## config.mk

```make
export PLATFORM = sky130hd
export DESIGN_NAME = speaker_tone_driver
export DESIGN_NICKNAME = d
export VERILOG_FILES = /design/src/rtl/speaker_pkg.sv /design/src/rtl/speaker_tone_driver_divider.sv /design/src/rtl/speaker_tone_driver.sv
export SDC_FILE = /design/constraint.sdc
export NUM_CORES = 1
export LEC_CHECK = 0
export ABC_CLOCK_PERIOD_IN_PS = 12300
export BUFFER_PORTS_ARGS = -buffer_cell sky130_fd_sc_hd__buf_2
export CAP_MARGIN = 0
export CORE_MARGIN = 3
export CORE_UTILIZATION = 45
export CTS_CLUSTER_DIAMETER = 100
export DETAILED_ROUTE_END_ITERATION = 8
export RECOVER_POWER = 25
export SLEW_MARGIN = 20
export SYNTH_ARGS = -nofsm -noshare
export SYNTH_HDL_FRONTEND = slang
export SYNTH_SLANG_ARGS = --single-unit
```

## constraint.sdc

```tcl
create_clock -name clk -period 12.3 [get_ports clk]
set_clock_uncertainty 0.15 [all_clocks]
set_input_delay 2.46 -clock clk [delete_from_list [all_inputs] [get_ports clk]]
set_output_delay 2.46 -clock clk [all_outputs]
set_load 0.1 [all_outputs]
```

## src/rtl/speaker_pkg.sv

```systemverilog
// Shared types, widths and defaults for the speaker tone driver.
package speaker_pkg;

    typedef enum logic [1:0] {
        IDLE     = 2'd0,
        BEEP_ON  = 2'd1,
        BEEP_OFF = 2'd2
    } state_e;

    typedef logic [1:0] ch_t;

    localparam int unsigned DIV_W = 16;
    localparam int unsigned CAD_W = 24;

    localparam int unsigned TONE_DIV0_DEF    = 25000;
    localparam int unsigned TONE_DIV1_DEF    = 31250;
    localparam int unsigned TONE_DIV2_DEF    = 41667;
    localparam int unsigned BEEP_ON_CYC_DEF  = 5000000;
    localparam int unsigned BEEP_OFF_CYC_DEF = 2500000;

    // Lowest set bit wins; an all-zero vector maps to channel 2 but is never latched.
    function automatic ch_t prio_sel(input logic [2:0] en);
        if (en[0]) begin
            return 2'd0;
        end else if (en[1]) begin
            return 2'd1;
        end
        return 2'd2;
    endfunction

    function automatic logic [2:0] ch_onehot(input ch_t ch);
        logic [2:0] base;
        base = 3'b001;
        return base << ch;
    endfunction

endpackage

```

## src/rtl/speaker_tone_driver_divider.sv

```systemverilog
// Loadable half-period down-counter with toggle flop; output starts high on load.
module tone_divider
    import speaker_pkg::*;
(
    input  logic             clk,
    input  logic             rst_n,
    input  logic             ena,
    input  logic             load_i,
    input  logic             run_i,
    input  logic [DIV_W-1:0] div_i,
    output logic             sq_o
);

    logic [DIV_W-1:0] cnt_q, cnt_d;
    logic             sq_q, sq_d;
    logic [DIV_W-1:0] reload_c;

    assign reload_c = div_i - DIV_W'(1);

    // Square output is forced low whenever the burst is not running.
    always_comb begin
        cnt_d = cnt_q;
        sq_d  = sq_q;
        if (load_i) begin
            cnt_d = reload_c;
            sq_d  = 1'b1;
        end else if (run_i) begin
            if (cnt_q == '0) begin
                cnt_d = reload_c;
                sq_d  = ~sq_q;
            end else begin
                cnt_d = cnt_q - DIV_W'(1);
            end
        end else begin
            sq_d = 1'b0;
        end
    end

    always_ff @(posedge clk) begin
        if (ena) begin
            if (!rst_n) begin
                cnt_q <= '0;
                sq_q  <= 1'b0;
            end else begin
                cnt_q <= cnt_d;
                sq_q  <= sq_d;
            end
        end
    end

    assign sq_o = sq_q;

endmodule

```

## src/rtl/speaker_tone_driver.sv

```systemverilog
// Beep-cadence tone generator for three prioritised speaker enables.
// Define BEEP_CADENCE_EN to insert the silent BEEP_OFF gap between bursts.
module speaker_tone_driver
    import speaker_pkg::*;
#(
    parameter int unsigned TONE_DIV0    = TONE_DIV0_DEF,
    parameter int unsigned TONE_DIV1    = TONE_DIV1_DEF,
    parameter int unsigned TONE_DIV2    = TONE_DIV2_DEF,
    parameter int unsigned BEEP_ON_CYC  = BEEP_ON_CYC_DEF,
    parameter int unsigned BEEP_OFF_CYC = BEEP_OFF_CYC_DEF
) (
    input  logic       clk,
    input  logic       rst_n,
    input  logic       ena,
    input  logic [2:0] spk_en,
    output logic [2:0] tone_out,
    output logic [2:0] active,
    output logic       busy
);

    if (TONE_DIV0 < 1 || TONE_DIV0 > 65535 || TONE_DIV1 < 1 || TONE_DIV1 > 65535 ||
        TONE_DIV2 < 1 || TONE_DIV2 > 65535 || BEEP_ON_CYC < 1 || BEEP_ON_CYC > 16777215 ||
        BEEP_OFF_CYC < 1 || BEEP_OFF_CYC > 16777215) begin : g_param_chk
        $error("speaker_tone_driver: parameter out of legal range");
    end

    localparam logic [DIV_W-1:0] DIV0      = DIV_W'(TONE_DIV0);
    localparam logic [DIV_W-1:0] DIV1      = DIV_W'(TONE_DIV1);
    localparam logic [DIV_W-1:0] DIV2      = DIV_W'(TONE_DIV2);
    localparam logic [CAD_W-1:0] ON_RELOAD = CAD_W'(BEEP_ON_CYC - 1);
`ifdef BEEP_CADENCE_EN
    localparam logic [CAD_W-1:0] OFF_RELOAD = CAD_W'(BEEP_OFF_CYC - 1);
`endif

    state_e           state_q, state_d;
    logic [CAD_W-1:0] cad_q, cad_d;
    ch_t              ch_q, ch_d;
    logic [2:0]       active_q, active_d;
    logic             busy_q, busy_d;
    logic             start_c, idle_c, run_c;
    ch_t              sel_c, div_ch_c;
    logic [DIV_W-1:0] div_c;
    logic             sq;

    assign sel_c = prio_sel(spk_en);

    // Next-state: start_c/idle_c collect the shared burst-start and return-to-idle actions.
    always_comb begin
        state_d  = state_q;
        cad_d    = cad_q;
        ch_d     = ch_q;
        active_d = active_q;
        busy_d   = busy_q;
        start_c  = 1'b0;
        idle_c   = 1'b0;
        run_c    = 1'b0;
        case (state_q)
            IDLE: begin
                start_c = |spk_en;
            end
            BEEP_ON: begin
                if (cad_q != '0) begin
                    cad_d = cad_q - CAD_W'(1);
                    run_c = 1'b1;
                end else begin
`ifdef BEEP_CADENCE_EN
                    state_d = BEEP_OFF;
                    cad_d   = OFF_RELOAD;
`else
                    start_c = |spk_en;
                    idle_c  = ~|spk_en;
`endif
                end
            end
`ifdef BEEP_CADENCE_EN
            BEEP_OFF: begin
                if (cad_q != '0) begin
                    cad_d = cad_q - CAD_W'(1);
                end else begin
                    start_c = |spk_en;
                    idle_c  = ~|spk_en;
                end
            end
`endif
            default: begin
                state_d = IDLE;
            end
        endcase
        if (start_c) begin
            state_d  = BEEP_ON;
            ch_d     = sel_c;
            active_d = ch_onehot(sel_c);
            busy_d   = 1'b1;
            cad_d    = ON_RELOAD;
        end else if (idle_c) begin
            state_d  = IDLE;
            active_d = '0;
            busy_d   = 1'b0;
        end
    end

    // The divider loads the newly selected channel's pitch on burst start.
    assign div_ch_c = start_c ? sel_c : ch_q;

    always_comb begin
        case (div_ch_c)
            2'd0:    div_c = DIV0;
            2'd1:    div_c = DIV1;
            default: div_c = DIV2;
        endcase
    end

    always_ff @(posedge clk) begin
        if (ena) begin
            if (!rst_n) begin
                state_q  <= IDLE;
                cad_q    <= '0;
                ch_q     <= 2'd0;
                active_q <= '0;
                busy_q   <= 1'b0;
            end else begin
                state_q  <= state_d;
                cad_q    <= cad_d;
                ch_q     <= ch_d;
                active_q <= active_d;
                busy_q   <= busy_d;
            end
        end
    end

    tone_divider u_div (
        .clk    (clk),
        .rst_n  (rst_n),
        .ena    (ena),
        .load_i (start_c),
        .run_i  (run_c),
        .div_i  (div_c),
        .sq_o   (sq)
    );

    assign tone_out = active_q & {3{sq}};
    assign active   = active_q;
    assign busy     = busy_q;

endmodule

```

; Yosys cells after proc, flatten, opt, wreduce, memory -nomap -nowiden
; Cells that the tools add are included.
; Widths: inputs -> output; s select.
[totals]
reg_bits = 48
latchBits = 0
ram_bits = 0
rom_bits = 0
elab_cells = 64
n_memories = 0
[op_classes]
addsub = 3
multipliers = 0
div_mod_pow = 0
magnitude_cmp = 0
eq_ne = 7
shift = 1
muxes = 29
bitwise = 3
reduce_logical = 13
[op_table]
columns = op, count
row1 = $mux 16, 3
row2 = $mux 24, 2
row3 = $pmux 16 s2, 1
row4 = $sub 16x1->16 const B, 2
row5 = $reduce_bool 24->1, 1
row6 = $sub 24x1->24 const B, 1
row7 = $mux 23, 1
row8 = $logic_not 16->1, 1
row9 = $mux 1, 15
row10 = $ne 3x1->1 const B, 4
row11 = $mux 2, 4
row12 = $reduce_and 2->1, 4
row13 = $mux 3, 2
row14 = $logic_not 2->1, 2
row15 = $ne 4x2->1 const B, 1
row16 = $ne 4x3->1 const B, 1
row17 = $reduce_or 2->1, 2
row18 = $and 3x3->3, 1
row19 = $reduce_and 3->1, 1
row20 = $reduce_or 3->1, 1
row21 = $shl 1x2->3 const A, 1
row22 = $eq 2x1->1 const B, 1
row23 = $not 1->1, 2
row24 = $pmux 1 s2, 1
row25 = $logic_not 1->1, 1

; Logic depth before layout (Yosys ltp)
[logic_depth]
word_depth = 10
ltp_mapped = 9
ltp_nobuf = 8

; By module
; Synthesis repeated with hierarchy kept, for this count alone.
[unflattened]
cells_unflattened = 304
area_unflattened_um2 = 3153.0
[modules_own_cells]
columns = mod, n_inst, cells_per_inst, area_each_um2
row1 = speaker_tone_driver, 1, 171, 1820.5
row2 = tone_divider, 1, 133, 1332.5

; Worst setup path after synthesis
; OpenSTA, ideal clock, no wires.
[synth_path]
kind = input -> register
startpoint = input port spk_en[1]
endpoint = register cad_q[0], enable pin
arrival_ns = 3.980
required_time_ns = 11.737
slack_ns = 7.757
path_stages = 4
cell_sequence = nor2_1 nand2_1 a21boi_2 a21oi_1
[synth_via]
elab_chain_cells = 5
word_cells_on_any_way = 6
cone_classes = 2 x eq/ne / 2 x mux / 2 x reduce/logical
[synth_lines]
columns = item, line_no
row1 = from (decl), speaker_tone_driver.sv:15  ; input logic [2:0] spk_en,
row2 = $reduce_or 3->1 *, "speaker_tone_driver.sv:59, speaker_tone_driver.sv:70"
row3 = $mux 1, speaker_tone_driver.sv:62  ; if (cad_q != '0) begin
row4 = $pmux 1 s2 *, speaker_tone_driver.sv:57  ; case (state_q)
row5 = $ne 3x1->1 (no line), n/a
row6 = $reduce_and 3->1 (no line) *, n/a
row7 = to (signal assigned), speaker_tone_driver.sv:117  ; cad_q <= '0;
row8 = to (signal assigned), speaker_tone_driver.sv:123  ; cad_q <= cad_d;
row9 = to (decl), speaker_tone_driver.sv:36  ; logic [CAD_W-1:0] cad_q, cad_d;
; Mark *: on every way between the ends. The rest lies on a longest branch, timed or not.
; A chain may end at the register's enable or synchronous reset.

; Final worst setup path
[layout_path]
startpoint = input port spk_en[0]
endpoint = register busy_q (netlist: busy), enable pin
[layout_via]
elab_chain_cells = 6
word_cells_on_any_way = 8
cone_classes = 1 x eq/ne / 4 x mux / 3 x reduce/logical
[layout_lines]
columns = item, line_no
row1 = $reduce_or 3->1 *, "speaker_tone_driver.sv:59, speaker_tone_driver.sv:70, speaker_tone_driver.sv:71"
row2 = $logic_not 1->1, speaker_tone_driver.sv:71  ; idle_c = ~|spk_en;
row3 = $mux 1, speaker_tone_driver.sv:62
row4 = $mux 1, speaker_tone_driver.sv:57
row5 = $ne 3x1->1 (no line) *, n/a
row6 = $reduce_and 2->1 (no line) *, n/a
row7 = to (signal assigned), speaker_tone_driver.sv:126  ; busy_q <= busy_d;
row8 = to (decl), speaker_tone_driver.sv:39  ; logic busy_q, busy_d;
; Marks and branches as above.

==> impl_metrics.tcl <==
set metrics [dict create \
    outcome "finished, violations left" \
    failed_checks "capacitance limit, slew limit" \
    fp.coreArea_um2 5960 \
    vdd_drop_max_mv 0.0748 \
    tns_ns 0 \
    grt_pass1_wl_mm 9.96 \
    slowest_stage "o21ai_0" \
    netlist_area_um2 2790 \
    place_inst 346 \
    holdBufCountCts 0 \
    antenna_cells 0 \
    drtAntennaViolNets 0 \
    clock_latency_ns 0.30 \
    worstMarginPinSlew_ns 2.35 \
    pwr-share-seq_pct 51.7 \
    nets 287 \
    initial_core_util_pct 46.8 \
    slew_viol_final 20 \
    dieArea_um2 7170 \
    setup_viol 0 \
    pwr-share-comb_pct 14.1 \
    p_leak_uw 0.00101 \
    routedWlPerCell_um 16.8 \
    cts_tree "yes" \
    nFillCells 565 \
    critPathMaxFanout 19 \
    syn2layout_area_growth_pct 8.85 \
    worstSetupStartpointType "input pin" \
    synth_most_common_cell "edfxtp_1" \
    path_cells "clkbuf_1, nor3_1, o21ai_0, a31oi_1, nor2_1" \
    cpPeakStageDelay_ns 1.79 \
    switching_power_uw 100 \
    num_vias 2029 \
    antenna_found_initial 0 \
    rsz0062_at_grt "false" \
    finalHoldViolCount 0 \
    cpLargestDelayFamily "compound AO/OA/AOI/OAI gates" \
    fp.dieW_um 84.7 \
    grt_usage_pct 17.6 \
    required_ns 12.12 \
    async_reset_ff_share_pct 0 \
    drv_cap 1 \
    post-cts-setup-buffers 0 \
    crit_type "input pin to flip-flop" \
    ys.flop_type "edfxtp_1" \
    dr.first_iter.drc_count 156 \
    syn_nets 275 \
    die_h_um 84.7 \
    p_sw_share_pct 25.6 \
    fin_crit_ns 5.24 \
    synthTopCellsByCount "edfxtp_1, nor2_1, xnor2_1" \
    dp_hpwl_mm 4.17 \
    end_kind "flip-flop" \
    maxSlewHeadroom_pct -58.3 \
    cts_sinks 47 \
    total_power_uw 391 \
    rows 28 \
    yosysTopAreaCell "edfxtp_1" \
    cts.clk_slew.worst_paths_ns 0.09 \
    dr.pass1.iters 4 \
    route.detailed.drc 0 \
    seq_area_frac_synth_pct 50.7 \
    viasPerCell 5.73 \
    ctsResizeCount 0 \
    synth_edf_count 47 \
    wirelength_mm 5.94 \
    gp_congestion 0.847 \
    grt-ovfl-total 0 \
    post-place-ws_ns 7.96 \
    ioPinCount 13 \
    clockBufferDepth 2 \
    p_clk_share_pct 34.3 \
    critical_path_buf_inv_count 1 \
    netlist_instances 266 \
    postLayoutCoreUtil_pct 50.9 \
    worst_ep_arrival_time_ns 5.06 \
    clockRootBuffer "clkbuf_8" \
    power_density_nw_per_um2 129 \
    grt_pass1_vias 1977 \
    synth_seq_cells 47 \
    internal-power_uw 291 \
    ys_types 44 \
    finalNonFillerCells 354 \
    cts.htree.levels 2 \
    maxClockFrequency_mhz 191 \
    period_share_pct 42.6 \
    syn_area_per_cell_um2 10.5 \
    min_path_type "flip-flop to flip-flop" \
    cts_buffers 5 \
    synth_top_area_share_pct 50.7 \
    yosys_warnings 0 \
    setup_ws_ns 7.06 \
    io_buffer_count 12 \
    synthTopCellsByArea "edfxtp_1, xnor2_1, a21boi_0" \
    drive_above_1_share_pct 9.32 \
    grt_max_degree 25 \
]
## registers in the layout (all words and copies together) (netlist names), named ones only
name and cells:
u_div.sq_o 1, cad_q 24, u_div.cnt_q 15, busy 1, ch_q 2, active 3
## worst register-to-register path: cells and delay by family (launching register included)
kind / cells / cell delay [ns]
AOI/OAI and AO/OA: 3 / 2.20
and+or+nand+nor: 3 / 1.50
DFF: 1 / 0.46
## cell families (layout without fill, tap and decap cells)
kind of cell,count (synthesis),in the layout,synth area share [%]
compound gates,53,53,13.7
xor+xnor,30,30,9.43
fa+ha+maj,3,3,1.35
buf+inv,21,34,3.14
flops,47,47,50.7
simple gates,112,112,21.7
## metrics by stage
step                      hold WS (ns)  area [um2]
after floorplan                  0.420        2790
after CTS                        0.475        3050
after detailed placement         0.457        2920
after global routing             0.524        3030
after global placement           0.452        2920
final                            0.481        3030
## layer usage
metal | up-vias | part of all wire (%) | track usage, %
li1 | 1021 | - | -
met1 | 956 | 46 | 23.4
met2 | 48 | 50 | 29.5
met3 | 4 | 3.3 | 3.43
met4 | 0 | 0.67 | 4.89
met5 | - | 0 | 0
## power groups by stage
stage	logic, uW	registers [uW]	clock network (uW)
2_1_floorplan	37.6	209	0
3_5_place_dp	55.9	205	0
4_1_cts	56.4	202	138
6_report	55.0	202	134
5_1_grt	61.4	204	142
3_3_place_gp	55.4	205	0
## layout make-up
type / instances / area [um2] / area share, %
clock inverter: 2 / 60.1 / 1.98
multi-input combinational: 198 / 1280 / 42.3
sequential: 47 / 1410 / 46.6
tap: 75 / 93.8 / 3.10
timing repair buffer: 14 / 67.6 / 2.23
clock buffer: 6 / 72.6 / 2.39
inverter: 12 / 45.0 / 1.49
## cell usage in the layout (no fill, tap or decap), types with 2 or more instances in the layout
cell / instances
nor4_1: 9
and3_1: 2
nor3_1: 14
nor2b_1: 3
edfxtp_1: 47
clkbuf_1: 7
ha_1: 3
xnor2_1: 20
a21oi_1: 4
nor2_1: 26
or3_1: 5
buf_4: 2
o311ai_1: 4
nand2_1: 15
or3_2: 2
and2_1: 6
or4_1: 6
nand4b_1: 2
clkbuf_8: 5
nand2b_1: 3
inv_1: 12
or4_4: 2
o21ai_0: 15
bufinv_16: 2
nand3_1: 12
a31oi_1: 3
buf_2: 6
xor2_1: 10
a21boi_0: 15
## worst paths after layout
kind | start | end | slack [ns] | depth (start not counted)
worst max register to register | cad_q[3] | busy | 7.67 | 6
worst min register to register | cad_q[0] | cad_q[0] | 0.48 | 1
worst min-delay path | cad_q[0] | cad_q[0] | 0.48 | 1
worst max-delay path | spk_en[0] | busy | 7.06 | 5
Power figures use the tool's default switching activity.
